[src/rtl/cnn_stream_feeder_if.sv]
// Core-side port bundle of the CNN stream feeder: reset, pixel/weight stream and result return path.
// The feeder owns the master side; the CNN core (or its bench model) owns the slave side.
interface cnn_stream_feeder_if #(
    parameter int BitSize      = 4,
    parameter int M_W_BitSize  = 4,
    parameter int MaxNumNerves = 4,
    parameter int L1Nerves     = 2
);
    logic                                core_res_n;
    logic                                core_in_valid;
    logic [BitSize-1:0]                  core_in_data;
    logic [MaxNumNerves*M_W_BitSize-1:0] core_in_weights;
    logic                                core_out_ready;
    logic                                core_out_valid;
    logic [L1Nerves*BitSize-1:0]         core_out_data;
    logic                                core_out_done;

    modport master (
        output core_res_n, core_in_valid, core_in_data, core_in_weights,
        input  core_out_ready, core_out_valid, core_out_data, core_out_done
    );

    modport slave (
        input  core_res_n, core_in_valid, core_in_data, core_in_weights,
        output core_out_ready, core_out_valid, core_out_data, core_out_done
    );
endinterface

[src/rtl/cnn_stream_feeder.sv]
// Stimulus/collection engine for the CNN+DNN core: resets it, streams weight rows then pixels,
// and captures result beats until the core reports completion.
module cnn_stream_feeder #(
    parameter int BitSize      = 4,
    parameter int ImageWidth   = 8,
    parameter int Stride       = 2,
    parameter int M_W_BitSize  = 4,
    parameter int MaxNumNerves = 4,
    parameter int L0Nerves     = 4,
    parameter int L1Nerves     = 2
) (
    input  logic                                clk,
    input  logic                                res_n,
    input  logic                                wr_en,
    input  logic                                wr_sel,
    input  logic [$clog2(ImageWidth*ImageWidth)-1:0] wr_addr,
    input  logic [MaxNumNerves*M_W_BitSize-1:0] wr_data,
    input  logic                                start,
    output logic                                busy,
    output logic                                done,
    cnn_stream_feeder_if.master                 core,
    output logic [L1Nerves*BitSize-1:0]         result,
    output logic [7:0]                          beat_count
);
    localparam int NumPix    = ImageWidth * ImageWidth;
    localparam int ImageSize = (ImageWidth / (Stride ** 2)) ** 2;
    localparam int NumRows   = ImageSize + L0Nerves;
    localparam int AddrW     = $clog2(NumPix);
    localparam int RowIdxW   = $clog2(NumRows);
    localparam int RowW      = $clog2(NumRows + 1);
    localparam int WRowW     = MaxNumNerves * M_W_BitSize;

    typedef enum logic [2:0] {
        IDLE     = 3'd0,
        CORE_RST = 3'd1,
        W_LOAD   = 3'd2,
        STREAM   = 3'd3,
        DRAIN    = 3'd4,
        DONE     = 3'd5
    } state_t;

    state_t                      state_r, next_state_s;
    logic [BitSize-1:0]          pix_mem_r [NumPix];
    logic [WRowW-1:0]            wgt_mem_r [NumRows];
    logic [RowW-1:0]             wptr_r;
    logic [AddrW-1:0]            p_r, p_next_s;
    logic                        xfer_s, done_seen_r, capture_s;
    logic                        busy_r, done_r, core_res_n_r, in_valid_r;
    logic                        busy_s, done_s, core_res_n_s, in_valid_s;
    logic [BitSize-1:0]          in_data_r;
    logic [WRowW-1:0]            in_weights_r;
    logic [L1Nerves*BitSize-1:0] result_r;
    logic [7:0]                  beat_count_r;

    assign xfer_s    = in_valid_r && core.core_out_ready;
    assign p_next_s  = p_r + AddrW'(1);
    assign capture_s = (state_r == W_LOAD) || (state_r == STREAM) ||
                       (state_r == DRAIN)  || (state_r == DONE);

    // Host buffer writes; buffers survive reset and are frozen while a run is active.
    always_ff @(posedge clk) begin
        if (wr_en && !busy_r) begin
            if (!wr_sel) begin
                pix_mem_r[wr_addr] <= wr_data[BitSize-1:0];
            end else if (int'(wr_addr) < NumRows) begin
                wgt_mem_r[wr_addr[RowIdxW-1:0]] <= wr_data;
            end
        end
    end

    // State register.
    always_ff @(posedge clk) begin
        if (res_n) begin
            state_r <= IDLE;
        end else begin
            state_r <= next_state_s;
        end
    end

    // Next-state logic.
    always_comb begin
        next_state_s = state_r;
        case (state_r)
            IDLE: begin
                if (start) next_state_s = CORE_RST;
                else       next_state_s = IDLE;
            end
            CORE_RST: next_state_s = W_LOAD;
            W_LOAD: begin
                if (wptr_r == RowW'(NumRows)) next_state_s = STREAM;
                else                          next_state_s = W_LOAD;
            end
            STREAM: begin
                if (xfer_s && (p_r == AddrW'(NumPix - 1))) next_state_s = DRAIN;
                else                                       next_state_s = STREAM;
            end
            DRAIN: begin
                if (done_seen_r || core.core_out_done) next_state_s = DONE;
                else                                   next_state_s = DRAIN;
            end
            DONE:    next_state_s = IDLE;
            default: next_state_s = IDLE;
        endcase
    end

    // Control outputs decoded from the upcoming state so they register in step with it.
    always_comb begin
        busy_s       = (next_state_s != IDLE);
        done_s       = (next_state_s == DONE);
        core_res_n_s = (next_state_s != CORE_RST);
        in_valid_s   = (next_state_s == STREAM);
    end

    // Registered control outputs; the core is held in reset while this block is.
    always_ff @(posedge clk) begin
        if (res_n) begin
            busy_r       <= 1'b0;
            done_r       <= 1'b0;
            core_res_n_r <= 1'b0;
            in_valid_r   <= 1'b0;
        end else begin
            busy_r       <= busy_s;
            done_r       <= done_s;
            core_res_n_r <= core_res_n_s;
            in_valid_r   <= in_valid_s;
        end
    end

    // Datapath: weight/pixel pointers, streamed data and result capture.
    always_ff @(posedge clk) begin
        if (res_n) begin
            wptr_r       <= '0;
            p_r          <= '0;
            in_data_r    <= '0;
            in_weights_r <= '0;
            result_r     <= '0;
            beat_count_r <= 8'd0;
            done_seen_r  <= 1'b0;
        end else begin
            if (state_r == IDLE) begin
                wptr_r <= '0;
            end else if (next_state_s == W_LOAD) begin
                wptr_r <= wptr_r + RowW'(1);
            end

            if (next_state_s == W_LOAD) begin
                in_weights_r <= wgt_mem_r[wptr_r[RowIdxW-1:0]];
            end else begin
                in_weights_r <= '0;
            end

            if (next_state_s == STREAM) begin
                if (state_r != STREAM) begin
                    p_r       <= '0;
                    in_data_r <= pix_mem_r[0];
                end else if (xfer_s) begin
                    p_r       <= p_next_s;
                    in_data_r <= pix_mem_r[p_next_s];
                end
            end else begin
                in_data_r <= '0;
            end

            if (state_r == CORE_RST) begin
                result_r     <= '0;
                beat_count_r <= 8'd0;
                done_seen_r  <= 1'b0;
            end else if (capture_s) begin
                if (core.core_out_valid) begin
                    result_r <= core.core_out_data;
                    if (beat_count_r != 8'hFF) beat_count_r <= beat_count_r + 8'd1;
                end
                // An early completion must survive until the stream has drained.
                if (core.core_out_done && ((state_r == W_LOAD) || (state_r == STREAM))) begin
                    done_seen_r <= 1'b1;
                end
            end
        end
    end

    assign busy                 = busy_r;
    assign done                 = done_r;
    assign result               = result_r;
    assign beat_count           = beat_count_r;
    assign core.core_res_n      = core_res_n_r;
    assign core.core_in_valid   = in_valid_r;
    assign core.core_in_data    = in_data_r;
    assign core.core_in_weights = in_weights_r;
endmodule

[src/flat_wrapper.sv]
// flat-port wrapper written by rule: the top's interface ports become plain ports
module cnn_stream_feeder_flat 
#(
    parameter int BitSize      = 4,
    parameter int ImageWidth   = 8,
    parameter int Stride       = 2,
    parameter int M_W_BitSize  = 4,
    parameter int MaxNumNerves = 4,
    parameter int L0Nerves     = 4,
    parameter int L1Nerves     = 2
)
  (clk, res_n, wr_en, wr_sel, wr_addr, wr_data, start, busy, done, result, beat_count, core_core_res_n, core_core_in_valid, core_core_in_data, core_core_in_weights, core_core_out_ready, core_core_out_valid, core_core_out_data, core_core_out_done);
  cnn_stream_feeder_if #(.BitSize(BitSize), .M_W_BitSize(M_W_BitSize), .MaxNumNerves(MaxNumNerves), .L1Nerves(L1Nerves)) core_i ();
  input  logic clk;
  input  logic res_n;
  input  logic wr_en;
  input  logic wr_sel;
  input  logic [$clog2(ImageWidth*ImageWidth)-1:0] wr_addr;
  input  logic [MaxNumNerves*M_W_BitSize-1:0] wr_data;
  input  logic start;
  output logic busy;
  output logic done;
  output logic [L1Nerves*BitSize-1:0] result;
  output logic [7:0] beat_count;
  output wire logic [$bits(core_i.core_res_n)-1:0] core_core_res_n;
  output wire logic [$bits(core_i.core_in_valid)-1:0] core_core_in_valid;
  output wire logic [$bits(core_i.core_in_data)-1:0] core_core_in_data;
  output wire logic [$bits(core_i.core_in_weights)-1:0] core_core_in_weights;
  input wire logic [$bits(core_i.core_out_ready)-1:0] core_core_out_ready;
  input wire logic [$bits(core_i.core_out_valid)-1:0] core_core_out_valid;
  input wire logic [$bits(core_i.core_out_data)-1:0] core_core_out_data;
  input wire logic [$bits(core_i.core_out_done)-1:0] core_core_out_done;
  assign core_core_res_n = core_i.core_res_n;
  assign core_core_in_valid = core_i.core_in_valid;
  assign core_core_in_data = core_i.core_in_data;
  assign core_core_in_weights = core_i.core_in_weights;
  assign core_i.core_out_ready = core_core_out_ready;
  assign core_i.core_out_valid = core_core_out_valid;
  assign core_i.core_out_data = core_core_out_data;
  assign core_i.core_out_done = core_core_out_done;
  cnn_stream_feeder #(.BitSize(BitSize), .ImageWidth(ImageWidth), .Stride(Stride), .M_W_BitSize(M_W_BitSize), .MaxNumNerves(MaxNumNerves), .L0Nerves(L0Nerves), .L1Nerves(L1Nerves)) u_core (.clk(clk), .res_n(res_n), .wr_en(wr_en), .wr_sel(wr_sel), .wr_addr(wr_addr), .wr_data(wr_data), .start(start), .busy(busy), .done(done), .core(core_i), .result(result), .beat_count(beat_count));
endmodule
[config.mk]
export PLATFORM = sky130hd
export DESIGN_NAME = cnn_stream_feeder_flat
export DESIGN_NICKNAME = d
export VERILOG_FILES = /design/src/rtl/cnn_stream_feeder_if.sv /design/src/rtl/cnn_stream_feeder.sv /design/src/flat_wrapper.sv
export SDC_FILE = /design/constraint.sdc
export NUM_CORES = 1
export LEC_CHECK = 0
export CELL_PAD_IN_SITES_DETAIL_PLACEMENT = 1
export CELL_PAD_IN_SITES_GLOBAL_PLACEMENT = 2
export CORE_ASPECT_RATIO = 1.5
export CORE_MARGIN = 3
export CORE_UTILIZATION = 45
export CTS_CLUSTER_SIZE = 30
export DETAILED_ROUTE_END_ITERATION = 7
export GPL_ROUTABILITY_DRIVEN = 0
export GPL_TIMING_DRIVEN = 0
export MAX_ROUTING_LAYER = met4
export PLACE_DENSITY = 0.77
export SLEW_MARGIN = 20
export SYNTH_ARGS = -nofsm -noshare
export SYNTH_HDL_FRONTEND = slang
export SYNTH_SLANG_ARGS = --single-unit
[constraint.sdc]
create_clock -name clk -period 3.1 [get_ports clk]
set_input_delay 0.31 -clock clk [delete_from_list [all_inputs] [get_ports clk]]
set_output_delay 0.31 -clock clk [all_outputs]
set_load 0.005 [all_outputs]
Word-level counts from Yosys, hierarchy flattened
Memories as Yosys holds them, arrays and structs flattened. A register that Yosys moved wholly into a read port is not among the register bits.
Cells that the tools add are included.
Storage, ports and cells
  memory bits (writable): 384
  input port bits: 38
  output and inout bits: 40
  memories: 2
  logic and storage cells: 68
  latch bits: 0
  memory bits (read-only): 0
  register bits after elaboration: 38
Operators by class
  equal/unequal tests: 13
  shifts and indexed selects: 0
  bitwise gates (word level): 2
  reduce and logical (&&, ||, !) cells: 20
  order comparisons: 1
  divide/modulo/power cells: 0
  mux-type cells: 16
  multipliers: 0
  $add $sub $neg: 3
Memory list
  u_core.pix_mem_r: depth 64, bits a word 4, read ports 2, clocked after Yosys merged registers in 0, write ports 1, RTL line cnn_stream_feeder.sv:43  | logic [BitSize-1:0] pix_mem_r [NumPix];
  u_core.wgt_mem_r: depth 8, bits a word 16, read ports 1, clocked after Yosys merged registers in 1, write ports 1, RTL line cnn_stream_feeder.sv:44  | logic [WRowW-1:0] wgt_mem_r [NumRows];
Operators with widths (count)
  case mux 3 bit (5 select lines): 1
  equality test 3 x 2 -> 1 bit (second input constant): 4
  2-to-1 mux 6 bit: 2
  2-to-1 mux 1 bit: 10
  equality test 3 bit (second input constant): 3
  adder 8 x 1 -> 8 bit (second input constant): 1
  2-to-1 mux 4 bit: 2
  != test 8 bit (second input constant): 1
  OR reduction 2 bit: 4
  adder 6 x 1 -> 6 bit (second input constant): 1
  equality test 6 bit (second input constant): 1
  less-than comparator 6 x 4 -> 1 bit (second input constant): 1
  AND reduction 2 bit: 3
  adder 4 x 1 -> 4 bit (second input constant): 1
  equality test 4 bit (second input constant): 1
  logical AND 1 bit: 4
  logical OR 1 bit: 4
  equality test 3 x 1 -> 1 bit (second input constant): 1
  zero test 3 bit: 1
  2-to-1 mux 3 bit: 1
  != test 3 x 1 -> 1 bit (second input constant): 1
  != test 3 x 2 -> 1 bit (second input constant): 1
  AND reduction 3 bit: 1
  nonzero test 3 bit: 1
  other kinds (3): 4

Longest topological paths before layout
  word-level depth: 7
  depth in mapped cells: 11
  depth with buffers taken out: 8

Worst setup path before layout
No wires, ideal clock.
  path type: reg-to-reg
  start point: register u_core.wptr_r[0]
  end point: register u_core.p_r[4]
  setup slack: 0.387 ns
  required time: 3.030 ns
  library setup time: 0.070 ns
  buffers on the path: 3
  cell stages (with the launch flop): 12
  clock period less this slack: 2.713 ns
  arrival time: 2.642 ns
  path through: dfxtp_1 -> clkbuf_1 -> buf_1 -> inv_1 -> ha_1 -> nand3b_1 -> nor4b_2 -> nor3_2 -> or4_1 -> buf_4 -> or4_1 -> a21oi_1
On the way
  longest elaborated chain between the ends: 5
RTL lines
  start, declared: RTL line cnn_stream_feeder.sv:45  | logic [RowW-1:0] wptr_r;
  start signal, assigned: RTL line cnn_stream_feeder.sv:143  | wptr_r <= wptr_r + RowW'(1);
  equality test 4 bit: RTL line cnn_stream_feeder.sv:90  | if (wptr_r == RowW'(NumRows)) next_state_s = STREAM;
  2-to-1 mux 1 bit: RTL line cnn_stream_feeder.sv:90
  case mux 3 bit (5 select lines): RTL line cnn_stream_feeder.sv:83  | case (state_r)
  equality test 3 x 2 -> 1 bit: RTL line cnn_stream_feeder.sv:152  | if (next_state_s == STREAM) begin
  AND reduction 2 bit (no source line)
  end signal, assigned: RTL line cnn_stream_feeder.sv:157  | p_r <= p_next_s;
  end, declared: RTL line cnn_stream_feeder.sv:46  | logic [AddrW-1:0] p_r, p_next_s;
No other way between the ends.
A chain may end at the register's enable or synchronous reset.

Worst setup path in the final report
  start point: register u_core.p_r[1]
  end point: register u_core.in_data_r[2] (netlist: u_core.core.core_in_data[2])
On the way
  longest elaborated chain between the ends: 7
  elaborated cells between the ends (all ways): 11
  classes of those cells: add/sub: 1; eq/ne: 2; mux: 4; bitwise: 1; reduce/logical: 2; memory: 1
RTL lines
  branches (longest 7 deep; another with adder 6 x 1 -> 6 bit)
  end signal, assigned: RTL line cnn_stream_feeder.sv:155  | in_data_r <= pix_mem_r[0];
  end signal, assigned: RTL line cnn_stream_feeder.sv:158  | in_data_r <= pix_mem_r[p_next_s];
  end, declared: RTL line cnn_stream_feeder.sv:50  | logic [BitSize-1:0] in_data_r;
Parallel ways; which one is timed is not known. The select of a mux whose other input is x is not followed.

==> metrics.md <==
| Metric | Value |
|---|---|
| Most frequent cells in the layout | `edfxtp_1 (384), nor2_1 (118), mux4_2 (100), clkdlybuf4s50_1 (70), dfxtp_1 (54)` |
| Vias in the first global route | `9774` |
| Setup ws final | `0.117 ns` |
| Critical path class | `reg -> reg` |
| Switching Fraction | `between 10% and 20%` |
| Predominant post-synthesis flop cell | `edfxtp_1` |
| Nets | `1104` |
| Slew margin rel. | `35.4%` |
| Die area | `0.0407 sq mm` |
| # DRC | `0` |
| CTS tree | `yes` |
| Clock skew | `0.0229 ns` |
| Asr flop ratio synth | `0%` |
| Worst vdd ir | `537 uV` |
| Crit-path max FO | `10` |
| Die width | `166 um` |
| Power density over the cells | `roughly 610 mW/mm^2` |
| Clk pwr share | `44.9%` |
| Layout area overhead | `18.0%` |
| Crit path capture type | `register` |
| Total power | `between 0.01 and 0.015 W` |
| Net switching power of the design | `0.00247 W` |
| Syn nets | `979` |
| Post-DP Area | `approximately 0.019 sq mm` |
| Number of clock sinks | `438` |
| Via count | `between 9000 and 10000` |
| Top cell by count, worst path | `mux4_2` |
| Mapped Cells | `937` |
| Setup violators final | `0` |
| Arrival @ worst endpoint | `3.39 ns` |
| Antenna violations before repair | `2` |
| Total leakage power | `6.36 nW` |
| CP cell instances | `ha_1 -> buf_4 -> clkdlybuf4s15_2 -> mux4_2 -> mux4_2 -> mux2i_1 -> o311ai_1` |
| DR pass1 iterations | `5` |
| Critical path's slowest cell | `clkdlybuf4s15_2` |
| First-pass GRT wire length | `64900 um` |
| Fin cells | `1587` |
| Std cell rows | `87` |
| Num CTS Buffers | `42` |
| Post-Syn Area per Cell | `between 15 and 20 sq um` |
| Reg2reg setup slack | `0.12 ns` |
| Largest net degree at the start of global routing | `73` |
| WL final | `43300 um` |
| CP peak stage delay | `0.53 ns` |
| Via density | `5.70` |
| Crit share post-route | `96.2%` |
| Slew of the pin with the lowest slew margin | `0.969 ns` |
| Synth warnings | `0` |
| DRT antenna net count | `0` |
| H-tree Lvls | `2` |
| Worst Path Required | `3.51 ns` |
| Synth Cell Area | `0.0172 sq mm` |
| Total negative slack | `0 ns` |
| Seq/Total Area, Yosys | `73.2%` |
| Worst-case clock buffer depth | `3` |
| Crit path time final | `2.98 ns` |
| Cell family with most CP delay | `multiplexers` |
| GRT overflow | `0` |
| Hold Crit Class | `in -> reg` |
| RSZ-0062 raised after global routing | `false` |
| Layout fillers | `3467` |
| Max-cap violations | `0` |
| Gate power share | `~3.0%` |
| Status | `complete, no violations` |
| Worst path bufs/invs | `2` |
| EDFF count, synth | `~380` |
| Dpl hpwl | `between 20000 and 30000 um` |
| Synth unique cells | `between 50 and 60` |
| Setup crit start kind | `register` |
| Most common cell after layout, fill and taps aside | `edfxtp_1` |
| Drt initial violations | `816` |
| Clock slew at reported path FFs | `roughly 0.070 ns` |
| Yosys reg bits | `~440` |
| Fmax achieved | `335 MHz` |
| Core Box Area | `0.0377 sq mm` |
| CTS root buffer | `clkbuf_16` |
| Final hold vios | `0` |
| I/O pin cnt | `78` |
| Starting Density | `45.8%` |
| Fin. max-slew vios | `0` |
| Cells after DPL | `1507` |
| Design Area, Final | `0.0203 sq mm` |
| Setup WS pre-CTS | `-0.638 ns` |
| Sequential power share | `52.1%` |
| Share of cells above drive strength 1 | `21.8%` |
| I/O Buffers | `74` |
| Routed wire per std cell | `27.3 um` |
| Total GRT Usage | `between 20 and 25%` |
| Post-CTS Setup Bufs | `0` |
| Pint | `0.00991 W` |
| Hold Buf Count CTS | `0` |
| Worst skew pair latency | `0.56 ns` |
| Die height | `246 um` |
## synth_stat cells, types with 2 or more instances
| library cell | number | share of area [%] |
|---|---|---|
| inv_1 | 6 | 0.13 |
| nand2_1 | 28 | 0.61 |
| ha_1 | 4 | 0.29 |
| nand2b_1 | 3 | 0.11 |
| o21ai_0 | 3 | 0.087 |
| nor4_1 | 2 | 0.073 |
| a21oi_1 | 6 | 0.17 |
| nand3_1 | 9 | 0.26 |
| or2_2 | 2 | 0.073 |
| nand4_1 | 12 | 0.44 |
| a211oi_1 | 3 | 0.13 |
| mux2i_1 | 44 | 2.6 |
| o211a_1 | 2 | 0.12 |
| xor2_1 | 9 | 0.46 |
| buf_2 | 17 | 0.49 |
| dfxtp_1 | 54 | 6.3 |
| a31oi_1 | 6 | 0.22 |
| buf_1 | 4 | 0.087 |
| buf_4 | 6 | 0.26 |
| xnor2_1 | 8 | 0.41 |
| nor2b_1 | 5 | 0.18 |
| or4_1 | 4 | 0.17 |
| nor2_1 | 126 | 2.7 |
| mux4_2 | 100 | 13 |
| clkbuf_1 | 24 | 0.52 |
| edfxtp_1 | 384 | 67 |
| nor3_1 | 6 | 0.17 |
| and3_1 | 5 | 0.18 |
| and2_1 | 2 | 0.073 |
| a311oi_1 | 3 | 0.15 |
| or3b_2 | 4 | 0.20 |
| mux2_2 | 2 | 0.13 |
| or3_1 | 6 | 0.22 |
| a2111oi_0 | 4 | 0.20 |
| nand4b_1 | 6 | 0.30 |
| nand3b_1 | 9 | 0.39 |
## through the flow
step                      utilization [%]  hold slack, ns
after floorplan                         -           0.409
after global placement               49.4           0.448
after detailed placement             49.7           0.471
after CTS                            53.8           0.275
after global routing                 54.0           0.313
final                                54.0           0.299
## power groups by stage
stage	sequential [W]	combinational, W	clock, W
after floorplan	0.00657	0.000156	0
after global placement	0.00658	0.000360	0
after detailed placement	0.00657	0.000377	0
after CTS	0.00645	0.000379	0.00566
after global routing	0.00644	0.000412	0.00591
final	0.00645	0.000374	0.00556
## area by class of cell
cell class	instances	area [sq um]	area share, %
sequential	438	12600	62.0
clock inverter	28	367	1.80
tap	489	612	3.01
clock buffer	50	1140	5.63
buffer	52	299	1.47
multi-input combinational	441	4430	21.8
antenna	2	5.00	0.0246
timing repair buffer	81	841	4.13
inverter	6	22.5	0.111
## final timing paths
path | to | startpoint | depth (start not counted)
worst max-delay path | u_core.core.core_in_data[2] | u_core.p_r[1] | 7
worst min-delay path | u_core.pix_mem_r[28][1] | wr_data[1] | 1
worst max register to register | u_core.core.core_in_data[2] | u_core.p_r[1] | 7
worst min register to register | u_core.done_seen_r | u_core.done_seen_r | 2
## state kept, by name, indices dropped and copies added (netlist names), 4 cells and up
signal	cells
u_core.beat_count	8
u_core.core.core_in_data	4
u_core.core.core_in_weights	16
u_core.p_r	6
u_core.pix_mem_r	256
u_core.result	8
u_core.wgt_mem_r	128
u_core.wptr_r	4
## worst register-to-register path, stage by stage (launching register included)
cell,delay [ns]
dfxtp_1,0.33
ha_1,0.28
buf_4,0.29
clkdlybuf4s15_2,0.53
mux4_2,0.43
mux4_2,0.50
mux2i_1,0.33
o311ai_1,0.16
## cells by family after synthesis
kind of cell             count (synthesis)  synth area share [%]
XOR/XNOR                                18                 0.958
adder cells (fa/ha/maj)                  4                 0.290
AO/OA/AOI/OAI                           36                  1.63
multiplexers                           146                  15.8
buffers and inverters                   58                  1.56
flip-flops                             438                  73.2
AND/OR/NAND/NOR                        237                  6.63
## layer usage
layer,share of wire (%),vias up,global-route usage [%]
li1,-,3982,-
met2,54,209,39.3
met5,0,-,-
met1,38,4768,25.3
met3,3.6,91,3.23
met4,4.1,0,8.94
## repair_timing
action	CTS	global route
gates resized for setup	18	14
setup endpoints to repair	28	15
hold endpoints to repair	0	0
pin swaps	0	0
Power figures use the tool's default switching activity.
